### config.mk
export PLATFORM = sky130hd
export DESIGN_NAME = manchester_framer_flat
export DESIGN_NICKNAME = d
export VERILOG_FILES = /design/src/rtl/manchester_pkg.sv /design/src/rtl/manchester_framer_if.sv /design/src/rtl/manchester_framer.sv /design/src/flat_wrapper.sv
export SDC_FILE = /design/constraint.sdc
export NUM_CORES = 1
export LEC_CHECK = 0
export ABC_AREA = 1
export CAP_MARGIN = 20
export CORE_ASPECT_RATIO = 1.25
export CORE_MARGIN = 2
export CORE_UTILIZATION = 40
export CTS_CLUSTER_DIAMETER = 150
export CTS_CLUSTER_SIZE = 16
export DETAILED_ROUTE_END_ITERATION = 6
export GPL_TIMING_DRIVEN = 1
export PLACE_DENSITY = 0.82
export REMOVE_ABC_BUFFERS = 1
export SLEW_MARGIN = 20
export SYNTH_ARGS = -nofsm -noshare
export SYNTH_HDL_FRONTEND = slang
export SYNTH_SLANG_ARGS = --single-unit
### constraint.sdc
create_clock -name aclk -period 1.7 [get_ports aclk]
set_clock_uncertainty 0.2 [all_clocks]
set_input_delay 0.425 -clock aclk [delete_from_list [all_inputs] [get_ports aclk]]
set_output_delay 0.425 -clock aclk [all_outputs]
set_load 0.05 [all_outputs]
### src/rtl/manchester_pkg.sv
// Constants and the framer state encoding that the Manchester line stages share.
// The escape stage guarantees that START_WORD never appears inside a payload.
package manchester_pkg;

    localparam int DATA_WIDTH   = 8;
    localparam int PREAMBLE_LEN = 7;
    localparam int GAP_LEN      = 4;

    localparam logic [7:0] START_WORD      = 8'hD5;
    localparam logic [7:0] ESCAPE_SYMBOL   = 8'hE5;
    localparam logic [7:0] REPLACE_SYMBOL  = 8'hF5;
    localparam logic [7:0] PREAMBLE_SYMBOL = 8'h55;
    localparam logic [7:0] IDLE_SYMBOL     = 8'h00;

    typedef enum logic [1:0] {
        ST_IDLE     = 2'd0,
        ST_PREAMBLE = 2'd1,
        ST_PAYLOAD  = 2'd2,
        ST_GAP      = 2'd3
    } framer_state_t;

endpackage

### src/rtl/manchester_framer_if.sv
// Byte-wide AXI-Stream link between the Manchester line stages.
// A beat transfers on a rising edge where tvalid && tready; once tvalid is high the
// master holds tdata/tlast/tuser stable until that transfer, and tready may depend on tvalid.
interface manchester_framer_if #(
    parameter int DW = 8
) ();
    logic [DW-1:0] tdata;
    logic          tvalid;
    logic          tready;
    logic          tlast;
    logic          tuser;

    modport master (
        output tdata,
        output tvalid,
        output tlast,
        output tuser,
        input  tready
    );

    modport slave (
        input  tdata,
        input  tvalid,
        input  tlast,
        output tready
    );
endinterface

### src/rtl/manchester_framer.sv
// Wraps each escaped packet as PREAMBLE_LEN preamble bytes, START_WORD, the payload,
// then GAP_LEN idle bytes, through a single output register.
module manchester_framer #(
    parameter int                    DATA_WIDTH      = manchester_pkg::DATA_WIDTH,
    parameter int                    PREAMBLE_LEN    = manchester_pkg::PREAMBLE_LEN,
    parameter int                    GAP_LEN         = manchester_pkg::GAP_LEN,
    parameter logic [DATA_WIDTH-1:0] PREAMBLE_SYMBOL = manchester_pkg::PREAMBLE_SYMBOL,
    parameter logic [DATA_WIDTH-1:0] START_WORD      = manchester_pkg::START_WORD,
    parameter logic [DATA_WIDTH-1:0] IDLE_SYMBOL     = manchester_pkg::IDLE_SYMBOL
) (
    input  logic                          aclk,
    input  logic                          aresetn,
    manchester_framer_if.slave            s_axis,
    manchester_framer_if.master           m_axis,
    output manchester_pkg::framer_state_t o_dbg_state,
    output logic [7:0]                    o_dbg_cnt
);

    localparam logic [7:0] PRE_LEN  = 8'(PREAMBLE_LEN);
    localparam logic [7:0] GAP_LAST = (GAP_LEN == 0) ? 8'd0 : 8'(GAP_LEN - 1);

    manchester_pkg::framer_state_t r_state;
    logic [7:0]                    r_cnt;
    logic [DATA_WIDTH-1:0]         r_tdata;
    logic                          r_tvalid;
    logic                          r_tlast;
    logic                          r_tuser;

    logic w_ld;
    logic w_s_ready;

    // The output register may take a new value when empty or being drained this cycle.
    assign w_ld      = !r_tvalid || m_axis.tready;
    assign w_s_ready = (r_state == manchester_pkg::ST_PAYLOAD) && w_ld;

    always_ff @(posedge aclk) begin
        if (!aresetn) begin
            r_state  <= manchester_pkg::ST_IDLE;
            r_cnt    <= 8'd0;
            r_tdata  <= '0;
            r_tvalid <= 1'b0;
            r_tlast  <= 1'b0;
            r_tuser  <= 1'b0;
        end else if (w_ld) begin
            unique case (r_state)
                manchester_pkg::ST_IDLE: begin
                    if (s_axis.tvalid) begin
                        r_tdata  <= PREAMBLE_SYMBOL;
                        r_tvalid <= 1'b1;
                        r_tlast  <= 1'b0;
                        r_tuser  <= 1'b1;
                        r_cnt    <= 8'd1;
                        r_state  <= manchester_pkg::ST_PREAMBLE;
                    end else begin
                        r_tvalid <= 1'b0;
                    end
                end
                manchester_pkg::ST_PREAMBLE: begin
                    r_tvalid <= 1'b1;
                    r_tlast  <= 1'b0;
                    r_tuser  <= 1'b1;
                    if (r_cnt < PRE_LEN) begin
                        r_tdata <= PREAMBLE_SYMBOL;
                        r_cnt   <= r_cnt + 8'd1;
                    end else begin
                        r_tdata <= START_WORD;
                        r_state <= manchester_pkg::ST_PAYLOAD;
                    end
                end
                manchester_pkg::ST_PAYLOAD: begin
                    // An upstream bubble is forwarded as an output bubble; framing is untouched.
                    if (s_axis.tvalid) begin
                        r_tdata  <= s_axis.tdata;
                        r_tvalid <= 1'b1;
                        r_tlast  <= s_axis.tlast;
                        r_tuser  <= 1'b0;
                        if (s_axis.tlast) begin
                            r_cnt   <= 8'd0;
                            r_state <= (GAP_LEN == 0) ? manchester_pkg::ST_IDLE
                                                      : manchester_pkg::ST_GAP;
                        end
                    end else begin
                        r_tvalid <= 1'b0;
                    end
                end
                manchester_pkg::ST_GAP: begin
                    r_tdata  <= IDLE_SYMBOL;
                    r_tvalid <= 1'b1;
                    r_tlast  <= 1'b0;
                    r_tuser  <= 1'b1;
                    r_cnt    <= r_cnt + 8'd1;
                    if (r_cnt == GAP_LAST) begin
                        r_state <= manchester_pkg::ST_IDLE;
                    end
                end
                default: begin
                    r_state <= manchester_pkg::ST_IDLE;
                end
            endcase
        end
    end

    assign s_axis.tready = w_s_ready;
    assign m_axis.tdata  = r_tdata;
    assign m_axis.tvalid = r_tvalid;
    assign m_axis.tlast  = r_tlast;
    assign m_axis.tuser  = r_tuser;

    assign o_dbg_state = r_state;
    assign o_dbg_cnt   = r_cnt;

endmodule

### src/flat_wrapper.sv
// flat-port wrapper written by rule: the top's interface ports become plain ports
module manchester_framer_flat import manchester_pkg::*;
#(
    parameter int                    DATA_WIDTH      = manchester_pkg::DATA_WIDTH,
    parameter int                    PREAMBLE_LEN    = manchester_pkg::PREAMBLE_LEN,
    parameter int                    GAP_LEN         = manchester_pkg::GAP_LEN,
    parameter logic [DATA_WIDTH-1:0] PREAMBLE_SYMBOL = manchester_pkg::PREAMBLE_SYMBOL,
    parameter logic [DATA_WIDTH-1:0] START_WORD      = manchester_pkg::START_WORD,
    parameter logic [DATA_WIDTH-1:0] IDLE_SYMBOL     = manchester_pkg::IDLE_SYMBOL
)
  (aclk, aresetn, o_dbg_state, o_dbg_cnt, s_axis_tdata, s_axis_tvalid, s_axis_tlast, s_axis_tready, m_axis_tdata, m_axis_tvalid, m_axis_tlast, m_axis_tuser, m_axis_tready);
  manchester_framer_if #(.DW(8)) s_axis_i ();
  manchester_framer_if #(.DW(8)) m_axis_i ();
  input  logic aclk;
  input  logic aresetn;
  output manchester_pkg::framer_state_t o_dbg_state;
  output logic [7:0] o_dbg_cnt;
  input wire logic [$bits(s_axis_i.tdata)-1:0] s_axis_tdata;
  input wire logic [$bits(s_axis_i.tvalid)-1:0] s_axis_tvalid;
  input wire logic [$bits(s_axis_i.tlast)-1:0] s_axis_tlast;
  output wire logic [$bits(s_axis_i.tready)-1:0] s_axis_tready;
  output wire logic [$bits(m_axis_i.tdata)-1:0] m_axis_tdata;
  output wire logic [$bits(m_axis_i.tvalid)-1:0] m_axis_tvalid;
  output wire logic [$bits(m_axis_i.tlast)-1:0] m_axis_tlast;
  output wire logic [$bits(m_axis_i.tuser)-1:0] m_axis_tuser;
  input wire logic [$bits(m_axis_i.tready)-1:0] m_axis_tready;
  assign s_axis_i.tdata = s_axis_tdata;
  assign s_axis_i.tvalid = s_axis_tvalid;
  assign s_axis_i.tlast = s_axis_tlast;
  assign s_axis_tready = s_axis_i.tready;
  assign m_axis_tdata = m_axis_i.tdata;
  assign m_axis_tvalid = m_axis_i.tvalid;
  assign m_axis_tlast = m_axis_i.tlast;
  assign m_axis_tuser = m_axis_i.tuser;
  assign m_axis_i.tready = m_axis_tready;
  manchester_framer #(.DATA_WIDTH(DATA_WIDTH), .PREAMBLE_LEN(PREAMBLE_LEN), .GAP_LEN(GAP_LEN), .PREAMBLE_SYMBOL(PREAMBLE_SYMBOL), .START_WORD(START_WORD), .IDLE_SYMBOL(IDLE_SYMBOL)) u_core (.aclk(aclk), .aresetn(aresetn), .s_axis(s_axis_i), .m_axis(m_axis_i), .o_dbg_state(o_dbg_state), .o_dbg_cnt(o_dbg_cnt));
endmodule
# Word-level counts from Yosys, hierarchy flattened
# Index checks and enable logic that the tools add are counted.
# classes
add_sub_neg	1
n_lt_le_gt_ge	1
eq_ne	10
muxes	22
reduce_logical	9
# op_table
op	n
8-bit one-hot mux with 4 select lines	2
8-bit 2-to-1 mux	7
2-bit 2-to-1 mux	5
8-bit by 1-bit adder with 8-bit output, second input constant	1
8-bit by 2-bit == test with 1-bit output, second input constant	1
8-bit by 3-bit less-than comparator with 1-bit output, second input constant	1
2-bit != test, second input constant	4
2-bit one-hot mux with 4 select lines	1
1-bit one-hot mux with 3 select lines	2
6-bit AND reduction	1
5-bit AND reduction	1
2-bit == test, second input constant	2
1-bit 2-to-1 mux	4
2-bit by 1-bit != test with 1-bit output, second input constant	2
2-bit OR reduction	2
3-bit AND reduction	1
2-bit by 1-bit == test with 1-bit output, second input constant	1
2-bit zero test	1
1-bit one-hot mux with 2 select lines	1
1-bit logical AND	1
1-bit zero test	1
1-bit logical OR	1
# word_totals
ff_bits	21
in_bits	13
out_inout_bits	22
word_cells	49

# Longest topological paths before layout
# logic_depth
depth_word	3
ltp_mapped	11

# Worst setup path after synthesis
# No wires, ideal clock.
# synth_timing
kind	flip-flop to output port
start	register u_core.r_state[1], in the netlist u_core.o_dbg_state[1]
end	output port s_axis_tready
arrival_time_ns	1.836
required_ns	1.075
setup_slack_ns	-0.761
stages_incl_launch_ff	5
path_buffers	1
cell_sequence	dfxtp_1 > ha_1 > buf_6 > inv_2 > nor2_1
# synth_via
elab_chain_cells	2
# synth_lines
element	line	text
start: declaration	manchester_framer.sv:22	manchester_pkg::framer_state_t r_state;
start signal: assignment	manchester_framer.sv:38	r_state <= manchester_pkg::ST_IDLE;
start signal: assignment	manchester_framer.sv:53	r_state <= manchester_pkg::ST_PREAMBLE;
start signal: assignment	manchester_framer.sv:67	r_state <= manchester_pkg::ST_PAYLOAD;
2-bit == test	manchester_framer.sv:34	assign w_s_ready = (r_state == manchester_pkg::ST_PAYLOAD) && w_ld;
1-bit logical AND	manchester_framer.sv:34	
end: declaration	flat_wrapper.sv:21	output wire logic [$bits(s_axis_i.tready)-1:0] s_axis_tready;
# Every way passes these cells.

# Worst setup path in the final report
# layout_timing
start	register u_core.r_state[0], in the netlist u_core.o_dbg_state[0]
end	output port s_axis_tready
# The elaborated chain is that of the path after synthesis.

==> metrics.yaml <==
hold_path:
  hold_class: "flip-flop to flip-flop"
  worstHoldStart: "u_core.m_axis.tdata[1]$_SDFFE_PN0P_"
  hold_depth: 2
  hold_path_end: "u_core.m_axis.tdata[1]$_SDFFE_PN0P_"
synth:
  synth-edff-count: 0
  synth.distinct_cells: 30
  synth_most_common_cell: "nand2_1"
  synthTopCellsByArea: "dfxtp_1, nand2_1, nor2_1"
  syn_area_sq_mm: 0.00121
  synth_top_cell_by_area: "dfxtp_1"
  seq_area_frac_synth: 0.347
  postSynthAreaPerCell_sq_um: 6.97
  synthFlopType: "dfxtp_1"
  yosysWarnings: 0
  synth_seq_cells: 21
  syn_inst: 174
  synth_top_area_frac: 0.347
  async_reset_ff_frac: 0
  synthTopCellsByCount: "nand2_1, nor2_1, dfxtp_1"
route:
  wire_per_inst_um: 13.1
  vias_per_cell: 5.10
  num_vias: 1408
  remaining_drc_errors: 0
  first_pass_iters: 4
  final_antenna_net_count: 0
  drt_iter0_drc: 27
  wirelength_um: 3610
clock_tree:
  cts.sink_count: 21
  holdBufCountCts: 0
  clk_pin_slew_ns: 0.12
  tritoncts: "built"
  worstSkewPairLatency_ns: 0.32
  htreeDepth: 1
  clk_path_buf_depth: 2
  numCtsBuffers: 3
  cts-root-buf: "clkbuf_4"
place:
  routabilityCongestion: 0.909
  dp_slack_ns: -0.408
  place_area_sq_mm: 0.00195
  dp_hpwl_um: 2500
  io_buffer_count: 34
setup_path:
  startpoint_type: "flip-flop"
  crit_required_ns: 1.07
  crit_chain: "inv_4 -> ha_4 -> inv_4 -> nor2_4 -> buf_12"
  path_class: "flip-flop to primary output"
  cp.arrival_ns: 1.17
  cp_slowest_stage_delay_ns: 0.36
  cp-end-kind: "primary output"
  worst_r2r_endpoint: "u_core.o_dbg_cnt[7]$_SDFFE_PN0P_"
  cp.buffers_inverters: 3
  r2r_cells: 10
  r2r_slack_ns: -0.05
  path_delay_family: "flip-flops"
  r2r_start: "u_core.o_dbg_state[0]$_SDFFE_PN0P_"
  cpMostUsedCell: "inv_4"
  crit_slowest_cell: "dfxtp_2"
  worstPathMaxFanout: 3
floorplan:
  ioPinCount: 35
  die_area_sq_mm: 0.00349
  core_sq_mm: 0.00292
  num_rows: 22
  die_x_um: 53.2
  initial_core_util: 0.416
  die_h_um: 65.6
sta:
  max-slew-margin-rel: 0.802
  finalCritPeriodShare: 1.06
  rsz0062_at_grt: "true"
  post-route-min-period_ns: 1.80
  maxSlewViolCount: 0
  fin_ws_ns: -0.0975
  finalHoldViolCount: 0
  timing.fmax_mhz: 556
  worstMarginPinSlew_ns: 0.294
  finalSetupViolations: 10
power_and_ir_drop:
  p_leak_nw: 0.913
  p_clk_frac: 0.080
  pwr-share-seq: 0.226
  switchingPower_w: 0.00144
  intPower_w: 0.00168
  power.density_mw_per_mm2: 1460
  irDropWorstVdd_mv: 1.28
  pwr-share-comb: 0.694
  switching_share: 0.460
global_route:
  grt-ovfl-total: 0
  grt_pass1_vias: 1369
  grt_max_degree: 12
  antenna_found_initial: 0
  grt_pass1_wl_um: 6040
  grt_use_total: 0.232
finish:
  antenna_cells: 0
  design_area_sq_mm: 0.00214
  fin_nets: 260
  nFillCells: 222
  drive_gt1_frac: 0.388
  syn2layout_area_growth_pct: 76.9
run_status:
  status: "finished with violations"
  violations: "setup timing"
run:
  maxCapViolCount: 0
==> per-layer routing <==
| layer | vias up | wire length, um | GRT usage |
|---|---|---|---|
| met2 | 44 | 1990 | 0.438 |
| met3 | 5 | 131 | 0.0182 |
| met5 | - | 0 | 0 |
| li1 | 704 | - | - |
| met1 | 655 | 1430 | 0.264 |
| met4 | 0 | 56 | 0.0737 |
==> metrics by stage <==
step                      setup TNS [ns]  instances  utilization  hold slack, ns  power (W)
final                             -0.348        276        0.735           0.311    0.00312
after detailed placement           -5.94        262        0.669           0.294    0.00262
after global placement             -5.34        262        0.669           0.290    0.00259
after global routing               -1.38        276        0.735           0.331    0.00331
after floorplan                    -9.44        171            -           0.334    0.00170
after CTS                        -0.0927        276        0.717           0.312    0.00301
==> flip-flops by register name, summed over array words and instances (netlist names) <==
register,cells
u_core.m_axis.tuser,1
u_core.m_axis.tlast,1
u_core.o_dbg_state,2
u_core.m_axis.tvalid,1
u_core.o_dbg_cnt,8
u_core.m_axis.tdata,8
==> tightest hold or removal path, cell delays in order, from the launching register on <==
cell and delay, ns:
dfxtp_1 0.35, nand2_1 0.07, a21oi_1 0.05
==> logic make-up (layout without fill, tap and decap cells) <==
kind of cell | count (synthesis) | count (layout) | share of synthesized area
AO/OA/AOI/OAI | 28 | 28 | 0.136
AND/OR/NAND/NOR | 98 | 98 | 0.377
adder cells (fa/ha/maj) | 6 | 6 | 0.0619
buffers and inverters | 21 | 87 | 0.0784
flip-flops | 21 | 21 | 0.347
==> cell usage in the layout (no fill, tap or decap), types with 2 or more instances in the layout <==
master            n
nand3_1          13
inv_1            10
buf_4            29
clkbuf_4          3
buf_12           22
buf_6             2
nor2_2            2
dfxtp_2           4
o21ai_0           5
ha_4              2
inv_2             3
nor2_4            3
dfxtp_1          16
a21oi_2           2
nand2_1          39
clkdlybuf4s50_1  10
ha_1              3
a21oi_1          12
nand2_2           8
a31oi_1           4
dlygate4sd2_1     2
nor2_1           22
inv_4             3
nand4_1           5
==> final cells by class <==
cell class                      count  area [sq um]  area share
Clock buffer                        4          26.3      0.0123
Multi-Input combinational cell    132           766       0.357
Sequential cell                    21           429       0.200
Timing Repair Buffer               65           798       0.372
Inverter                           18          80.1      0.0373
Tap cell                           36          45.0      0.0210
==> worst max-delay path by stage <==
| stage | startpoint | end | slack [ns] | cells after the start |
|---|---|---|---|---|
| after floorplan | u_core.o_dbg_state[1]$_SDFFE_PN0P_ | s_axis_tready | -0.83 | 3 |
| after global placement | s_axis_tvalid | u_core.o_dbg_cnt[4]$_SDFFE_PN0P_ | -0.33 | 9 |
| after detailed placement | s_axis_tvalid | u_core.o_dbg_cnt[5]$_SDFFE_PN0P_ | -0.41 | 8 |
| after CTS | u_core.o_dbg_state[0]$_SDFFE_PN0P_ | s_axis_tready | -0.09 | 5 |
| after global routing | u_core.o_dbg_state[0]$_SDFFE_PN0P_ | s_axis_tready | -0.15 | 5 |
| final | u_core.o_dbg_state[0]$_SDFFE_PN0P_ | s_axis_tready | -0.1 | 5 |
==> power groups by stage <==
| stage | Combinational, W | Sequential, W | Clock [W] |
|---|---|---|---|
| floorplan | 0.000679 | 0.00102 | 0 |
| global placement | 0.00190 | 0.000693 | 0 |
| detailed placement | 0.00192 | 0.000693 | 0 |
| CTS | 0.00205 | 0.000702 | 0.000253 |
| global route | 0.00231 | 0.000716 | 0.000284 |
| finish | 0.00217 | 0.000705 | 0.000250 |
==> what timing repair did <==
item	in CTS	in global routing
resized for setup	17	13
pin swaps	4	4
hold endpoints to repair	0	0
endpoints found under the setup margin	15	20
setup buffers	10	0
Note: power is estimated with default switching activity, not from simulation.
